**src/rtl/uart_tx_ctrl_pkg.sv**
```systemverilog
// Shared UART definitions: TX state encoding, register map
// indices, control/status bit positions, divisor helper.
package uart_tx_ctrl_pkg;

  typedef enum logic [3:0] {
    ST_IDLE      = 4'h1,
    ST_START     = 4'h2,
    ST_SEND_BYTE = 4'h4,
    ST_STOP      = 4'h8
  } uart_tx_state_t;

  typedef enum logic [2:0] {
    UART_CTRL   = 3'd0,
    UART_STATUS = 3'd1,
    UART_BAUD   = 3'd2,
    UART_TXDATA = 3'd3,
    UART_RXDATA = 3'd4
  } uart_reg_t;

  localparam int CTRL_TX_EN     = 0;
  localparam int STATUS_TX_BUSY = 0;

  // A zero divisor would never expire; run it as one cycle/bit.
  function automatic logic [31:0] eff_div(
    input logic [31:0] d
  );
    return (d == 32'd0) ? 32'd1 : d;
  endfunction

endpackage

```
**src/rtl/uart_tx_ctrl_sync_fifo.sv**
```systemverilog
// Synchronous FIFO, registered pointers and occupancy count.
// Ports: clk, rst (sync, active-low), push/din, pop/dout
// (dout shows head), full, empty, level.
module sync_fifo #(
  parameter int WIDTH = 8,
  parameter int DEPTH = 4
) (
  input  logic                     clk,
  input  logic                     rst,
  input  logic                     push,
  input  logic                     pop,
  input  logic [WIDTH-1:0]         din,
  output logic [WIDTH-1:0]         dout,
  output logic                     full,
  output logic                     empty,
  output logic [$clog2(DEPTH):0]   level
);

  localparam int AW = $clog2(DEPTH);
  localparam logic [AW:0] FULL_CNT = (AW+1)'(DEPTH);

  logic [WIDTH-1:0] mem_q [DEPTH];
  logic [AW-1:0]    wr_ptr_q;
  logic [AW-1:0]    rd_ptr_q;
  logic [AW:0]      cnt_q;
  logic             do_push;
  logic             do_pop;

  assign full    = (cnt_q == FULL_CNT);
  assign empty   = (cnt_q == '0);
  assign level   = cnt_q;
  assign dout    = mem_q[rd_ptr_q];
  assign do_push = push && !full;
  assign do_pop  = pop && !empty;

  always_ff @(posedge clk) begin
    if (!rst) begin
      wr_ptr_q <= '0;
      rd_ptr_q <= '0;
      cnt_q    <= '0;
    end else begin
      if (do_push) wr_ptr_q <= wr_ptr_q + 1'b1;
      if (do_pop)  rd_ptr_q <= rd_ptr_q + 1'b1;
      unique case ({do_push, do_pop})
        2'b10:   cnt_q <= cnt_q + 1'b1;
        2'b01:   cnt_q <= cnt_q - 1'b1;
        default: cnt_q <= cnt_q;
      endcase
    end
  end

  always_ff @(posedge clk) begin
    if (do_push) mem_q[wr_ptr_q] <= din;
  end

endmodule

```
**src/rtl/uart_tx_ctrl.sv**
```systemverilog
// UART transmit sequencer: FIFO-buffered bytes sent as 8N1.
// Ports: clk, rst, tx_en, baud_div, wr_valid/wr_data/wr_ready,
// busy, fifo_level, txd (idle high).
module uart_tx_ctrl
  import uart_tx_ctrl_pkg::*;
#(
  parameter int FIFO_DEPTH  = 4,
  parameter int DEFAULT_DIV = 868
) (
  input  logic                         clk,
  input  logic                         rst,
  input  logic                         tx_en,
  input  logic [31:0]                  baud_div,
  input  logic                         wr_valid,
  input  logic [7:0]                   wr_data,
  output logic                         wr_ready,
  output logic                         busy,
  output logic [$clog2(FIFO_DEPTH):0]  fifo_level,
  output logic                         txd
);

  uart_tx_state_t state_q;
  logic           txd_q;
  logic [31:0]    baud_cnt_q;
  logic [31:0]    div_q;
  logic [2:0]     bit_idx_q;
  logic [7:0]     shift_q;

  logic           f_full;
  logic           f_empty;
  logic [7:0]     f_dout;
  logic           baud_done;
  logic           can_start;
  logic           pop_c;
  logic [31:0]    div_eff;

  sync_fifo #(
    .WIDTH (8),
    .DEPTH (FIFO_DEPTH)
  ) u_fifo (
    .clk   (clk),
    .rst   (rst),
    .push  (wr_valid),
    .pop   (pop_c),
    .din   (wr_data),
    .dout  (f_dout),
    .full  (f_full),
    .empty (f_empty),
    .level (fifo_level)
  );

  assign baud_done = (baud_cnt_q == 32'd0);
  assign can_start = tx_en && !f_empty;
  assign div_eff   = eff_div(baud_div);

  // Head is consumed only when a frame starts, either from
  // idle or straight out of a stop bit (no idle gap).
  assign pop_c = can_start &&
    ((state_q == ST_IDLE) ||
     ((state_q == ST_STOP) && baud_done));

  always_ff @(posedge clk) begin
    if (!rst) begin
      state_q    <= ST_IDLE;
      txd_q      <= 1'b1;
      baud_cnt_q <= 32'd0;
      div_q      <= 32'(DEFAULT_DIV);
      bit_idx_q  <= 3'd0;
      shift_q    <= 8'd0;
    end else begin
      unique case (state_q)
        ST_IDLE: begin
          txd_q <= 1'b1;
          if (pop_c) begin
            state_q    <= ST_START;
            txd_q      <= 1'b0;
            shift_q    <= f_dout;
            div_q      <= div_eff;
            baud_cnt_q <= div_eff - 32'd1;
          end
        end
        ST_START: begin
          if (baud_done) begin
            state_q    <= ST_SEND_BYTE;
            txd_q      <= shift_q[0];
            bit_idx_q  <= 3'd0;
            baud_cnt_q <= div_q - 32'd1;
          end else begin
            baud_cnt_q <= baud_cnt_q - 32'd1;
          end
        end
        ST_SEND_BYTE: begin
          if (baud_done) begin
            baud_cnt_q <= div_q - 32'd1;
            if (bit_idx_q == 3'd7) begin
              state_q <= ST_STOP;
              txd_q   <= 1'b1;
            end else begin
              shift_q   <= shift_q >> 1;
              txd_q     <= shift_q[1];
              bit_idx_q <= bit_idx_q + 3'd1;
            end
          end else begin
            baud_cnt_q <= baud_cnt_q - 32'd1;
          end
        end
        ST_STOP: begin
          if (baud_done) begin
            if (pop_c) begin
              state_q    <= ST_START;
              txd_q      <= 1'b0;
              shift_q    <= f_dout;
              div_q      <= div_eff;
              baud_cnt_q <= div_eff - 32'd1;
            end else begin
              state_q <= ST_IDLE;
              txd_q   <= 1'b1;
            end
          end else begin
            baud_cnt_q <= baud_cnt_q - 32'd1;
          end
        end
        default: begin
          state_q <= ST_IDLE;
          txd_q   <= 1'b1;
        end
      endcase
    end
  end

  assign txd      = txd_q;
  assign wr_ready = !f_full;
  assign busy     = (state_q != ST_IDLE) || !f_empty;

endmodule

```
**config.mk**
```make
export PLATFORM = sky130hd
export DESIGN_NAME = uart_tx_ctrl
export DESIGN_NICKNAME = d
export VERILOG_FILES = /design/src/rtl/uart_tx_ctrl_pkg.sv /design/src/rtl/uart_tx_ctrl_sync_fifo.sv /design/src/rtl/uart_tx_ctrl.sv
export SDC_FILE = /design/constraint.sdc
export NUM_CORES = 1
export LEC_CHECK = 0
export BUFFER_PORTS_ARGS = -buffer_cell sky130_fd_sc_hd__buf_4
export CORE_AREA = 5 5 144 180
export DETAILED_ROUTE_END_ITERATION = 7
export DIE_AREA = 0 0 149 185
export PLACE_DENSITY = 0.51
export RECOVER_POWER = 25
export SYNTH_ARGS = -nofsm -noshare
export SYNTH_HDL_FRONTEND = slang
export SYNTH_SLANG_ARGS = --single-unit
```
**constraint.sdc**
```tcl
create_clock -name clk -period 4.7 [get_ports clk]
set_input_delay 0.235 -clock clk [delete_from_list [all_inputs] [get_ports clk]]
set_output_delay 0.235 -clock clk [all_outputs]
set_load 0.005 [all_outputs]
```
==> impl_metrics.json <==
{
  "fillers": 2561,
  "num_antenna_cells": 0,
  "fin_setup_tns_ps": 0,
  "grt_overflow": 0,
  "core-area_um2": 24180,
  "synth_seq_area_share_pct": 38.75,
  "tritoncts": "done",
  "crit_slowest_cell": "or4_1",
  "rrSetupSlack_ps": 860,
  "vias": 6396,
  "tightestPinTransition_ps": 1060,
  "synth-main-ff-cell": "dfxtp_1",
  "wire_per_inst_um": 18.31,
  "synth_edf_count": 32,
  "path_clk_slew_ps": 60,
  "slew_viol_final": 0,
  "ys_ff_latch": 121,
  "die_h_um": 185,
  "ir_drop_mv": 0.2671,
  "area.sequential_um2": 2743,
  "finalPower_mw": 5.214,
  "synth_top_cell_area_share_pct": 25.17,
  "fin_crit_sh_pct": 81.69,
  "yosysWarnings": 0,
  "synth_area_leaders": "dfxtp_1 (25%), edfxtp_1 (14%), nand2_1 (6.5%)",
  "drtIter0Drc": 380,
  "antenna_found_initial": 0,
  "ant_nets": 0,
  "cp-start-kind": "flop",
  "multiInputGateArea_um2": 4073,
  "routed_wl_um": 22280,
  "clockRootBuffer": "clkbuf_16",
  "port_buffers": 49,
  "die_w_um": 149,
  "grtUsageTotal_pct": 16.19,
  "start_util_pct": 29.27,
  "viasPerCell": 5.256,
  "drive_above_1_share_pct": 14.09,
  "cp_max_fo": 22,
  "postCtsSetupBuffers": 0,
  "critPathTopFamily": "simple AND/OR/NAND/NOR gates",
  "relSlewSlack_pct": 29.04,
  "maxCapViolations": 0,
  "area_growth_pct": 17.73,
  "grt_max_degree": 52,
  "required_ps": 5050,
  "clock_latency_ps": 420,
  "grt_pass1_vias": 6233,
  "io_pins": 50,
  "synth_nets": 888,
  "drt-pass1-iter-count": 5,
  "ys_types": 76,
  "skew_ps": 12.16,
  "die_area_um2": 27570,
  "grt_pass1_wl_um": 34810,
  "synth_top_cell_by_area": "dfxtp_1",
  "setup_viol": 0,
  "hold_violations": 0,
  "path_buf_inv": 3,
  "row_count": 64,
  "place_congestion": 0.7980,
  "fmax_mhz": 260.5,
  "async_reset_ff_share_pct": 0,
  "avgSynthCellArea_um2": 8.497,
  "hp-class": "primary input to flop",
  "critPathMaxStageDelay_ps": 810,
  "rsz0062_at_grt": "no",
  "cts.sinks": 121,
  "period_minus_slack_ps": 3839,
  "cp-end-kind": "flop",
  "syn_inst": 833,
  "arrival_ps": 4190,
  "cts_buffers": 17,
  "power_density_nw_per_um2": 625.8,
  "status": "finished clean",
  "htreeDepth": 4,
  "syn_area_um2": 7078,
  "clock_path_buffers": 2,
  "dp_hpwl_um": 15490,
  "crit_chain": "inv_1, ha_1, or3b_1, or4_1, nor3_4, nor2_4, clkinv_4, ha_1, inv_1, fa_1, xor2_1, or3_1, a21oi_1",
  "route.detailed.drc": 0,
  "p_leak_nw": 2.830,
  "crit_type": "flop to flop",
  "final_nets": 929
}
## metal layers
metal  track usage [%]  wire [um]
met5                 0          0
met4             5.311        463
met3             2.912        806
met2             28.86      11420
met1             19.71       9596
## where the power goes
group / total (mW) / switching (mW) / internal [mW] / leakage, nW
Sequential: 1.60 / 0.281 / 1.32 / 1.02
Combinational: 2.32 / 1.42 / 0.900 / 1.54
Clock: 1.29 / 0.548 / 0.740 / 0.267
## worst min-delay path, stage by stage
cell	delay (ps)
buf_4	110
nand2_1	50
nand3_1	70
## metrics by stage
stage	cell area, um^2	instances	hold slack (ps)	util [%]	setup WS (ps)
after floorplan	7078	833	333.9	-	1165
after global placement	7770	1182	437.5	32.13	922.7
after detailed placement	7770	1182	438.3	32.13	855.3
after CTS	8357	1216	2.182	34.56	868.5
after global routing	8333	1217	69.56	34.46	696.9
final	8333	1217	73.71	34.46	860.6
## worst paths after layout
| kind | start | cells past startpoint | to |
|---|---|---|---|
| worst max-delay path | baud_cnt_q[0]$_SDFFE_PN0P_ | 13 | u_fifo.level[2]$_SDFFE_PN0P_ |
| worst min-delay path | baud_div[9] | 3 | div_q[9]$_SDFFE_PN1P_ |
| worst max register to register | baud_cnt_q[0]$_SDFFE_PN0P_ | 13 | u_fifo.level[2]$_SDFFE_PN0P_ |
| worst min register to register | div_q[31]$_SDFFE_PN0P_ | 2 | div_q[31]$_SDFFE_PN0P_ |
## sequential cells by signal, indices dropped and copies added, names as in the netlist, named ones only
| name | flops |
|---|---|
| u_fifo.rd_ptr_q | 2 |
| u_fifo.level | 3 |
| baud_cnt_q | 32 |
| div_q | 32 |
| txd | 1 |
| u_fifo.mem_q | 32 |
| state_q | 4 |
| shift_q | 8 |
| bit_idx_q | 3 |
| u_fifo.wr_ptr_q | 2 |
## cells in the final DEF (no fill, tap or decap), types with 15 or more instances in the layout
cell type and n:
nor2_1 72, nor4_1 21, buf_4 51, dfxtp_1 89, edfxtp_1 32, clkbuf_16 17, nor3_1 40, nand3_1 16
nand2_1 122, inv_1 15, a21oi_1 67, xnor2_1 37, or4_1 17, o21ai_0 41, xor2_1 30, or3_1 17
## layout make-up
class / count / area share (%)
repair buffers: 66 / 5.631
clock inverters: 14 / 1.652
well taps: 330 / 4.955
inverters: 17 / 0.8258
clock buffers: 18 / 5.150
multi-input cells: 651 / 48.87
flip-flops and latches: 121 / 32.91
## synthesized netlist by cell type (all sizes together), types with 7 or more instances
master	n
dfxtp	89
inv	16
xnor2	37
edfxtp	32
nand3	17
mux4	8
a21oi	67
xor2	30
or2	10
o22ai	11
nand2	123
a221oi	9
o21ai	43
clkbuf	28
nand4	7
nor3	43
or4	19
ha	10
a311oi	7
buf	16
nor4	26
nor2	74
or3	17
a31oi	10
## logic make-up after synthesis
kind of cell	count (synthesis)	synth area share (%)
AO/OA/AOI/OAI	198	17.96
XOR/XNOR	67	8.291
adder cells (fa/ha/maj)	11	2.051
buffers and inverters	61	3.783
flip-flops	121	38.75
multiplexers	11	2.987
AND/OR/NAND/NOR	364	26.18
## repair_timing
action | in CTS | in global routing
hold endpoints to repair | 6 | 4
resized for setup | 0 | 0
setup endpoints to repair | 0 | 0
hold buffers | 2 | 1
Note: power is estimated with default switching activity, not from simulation.
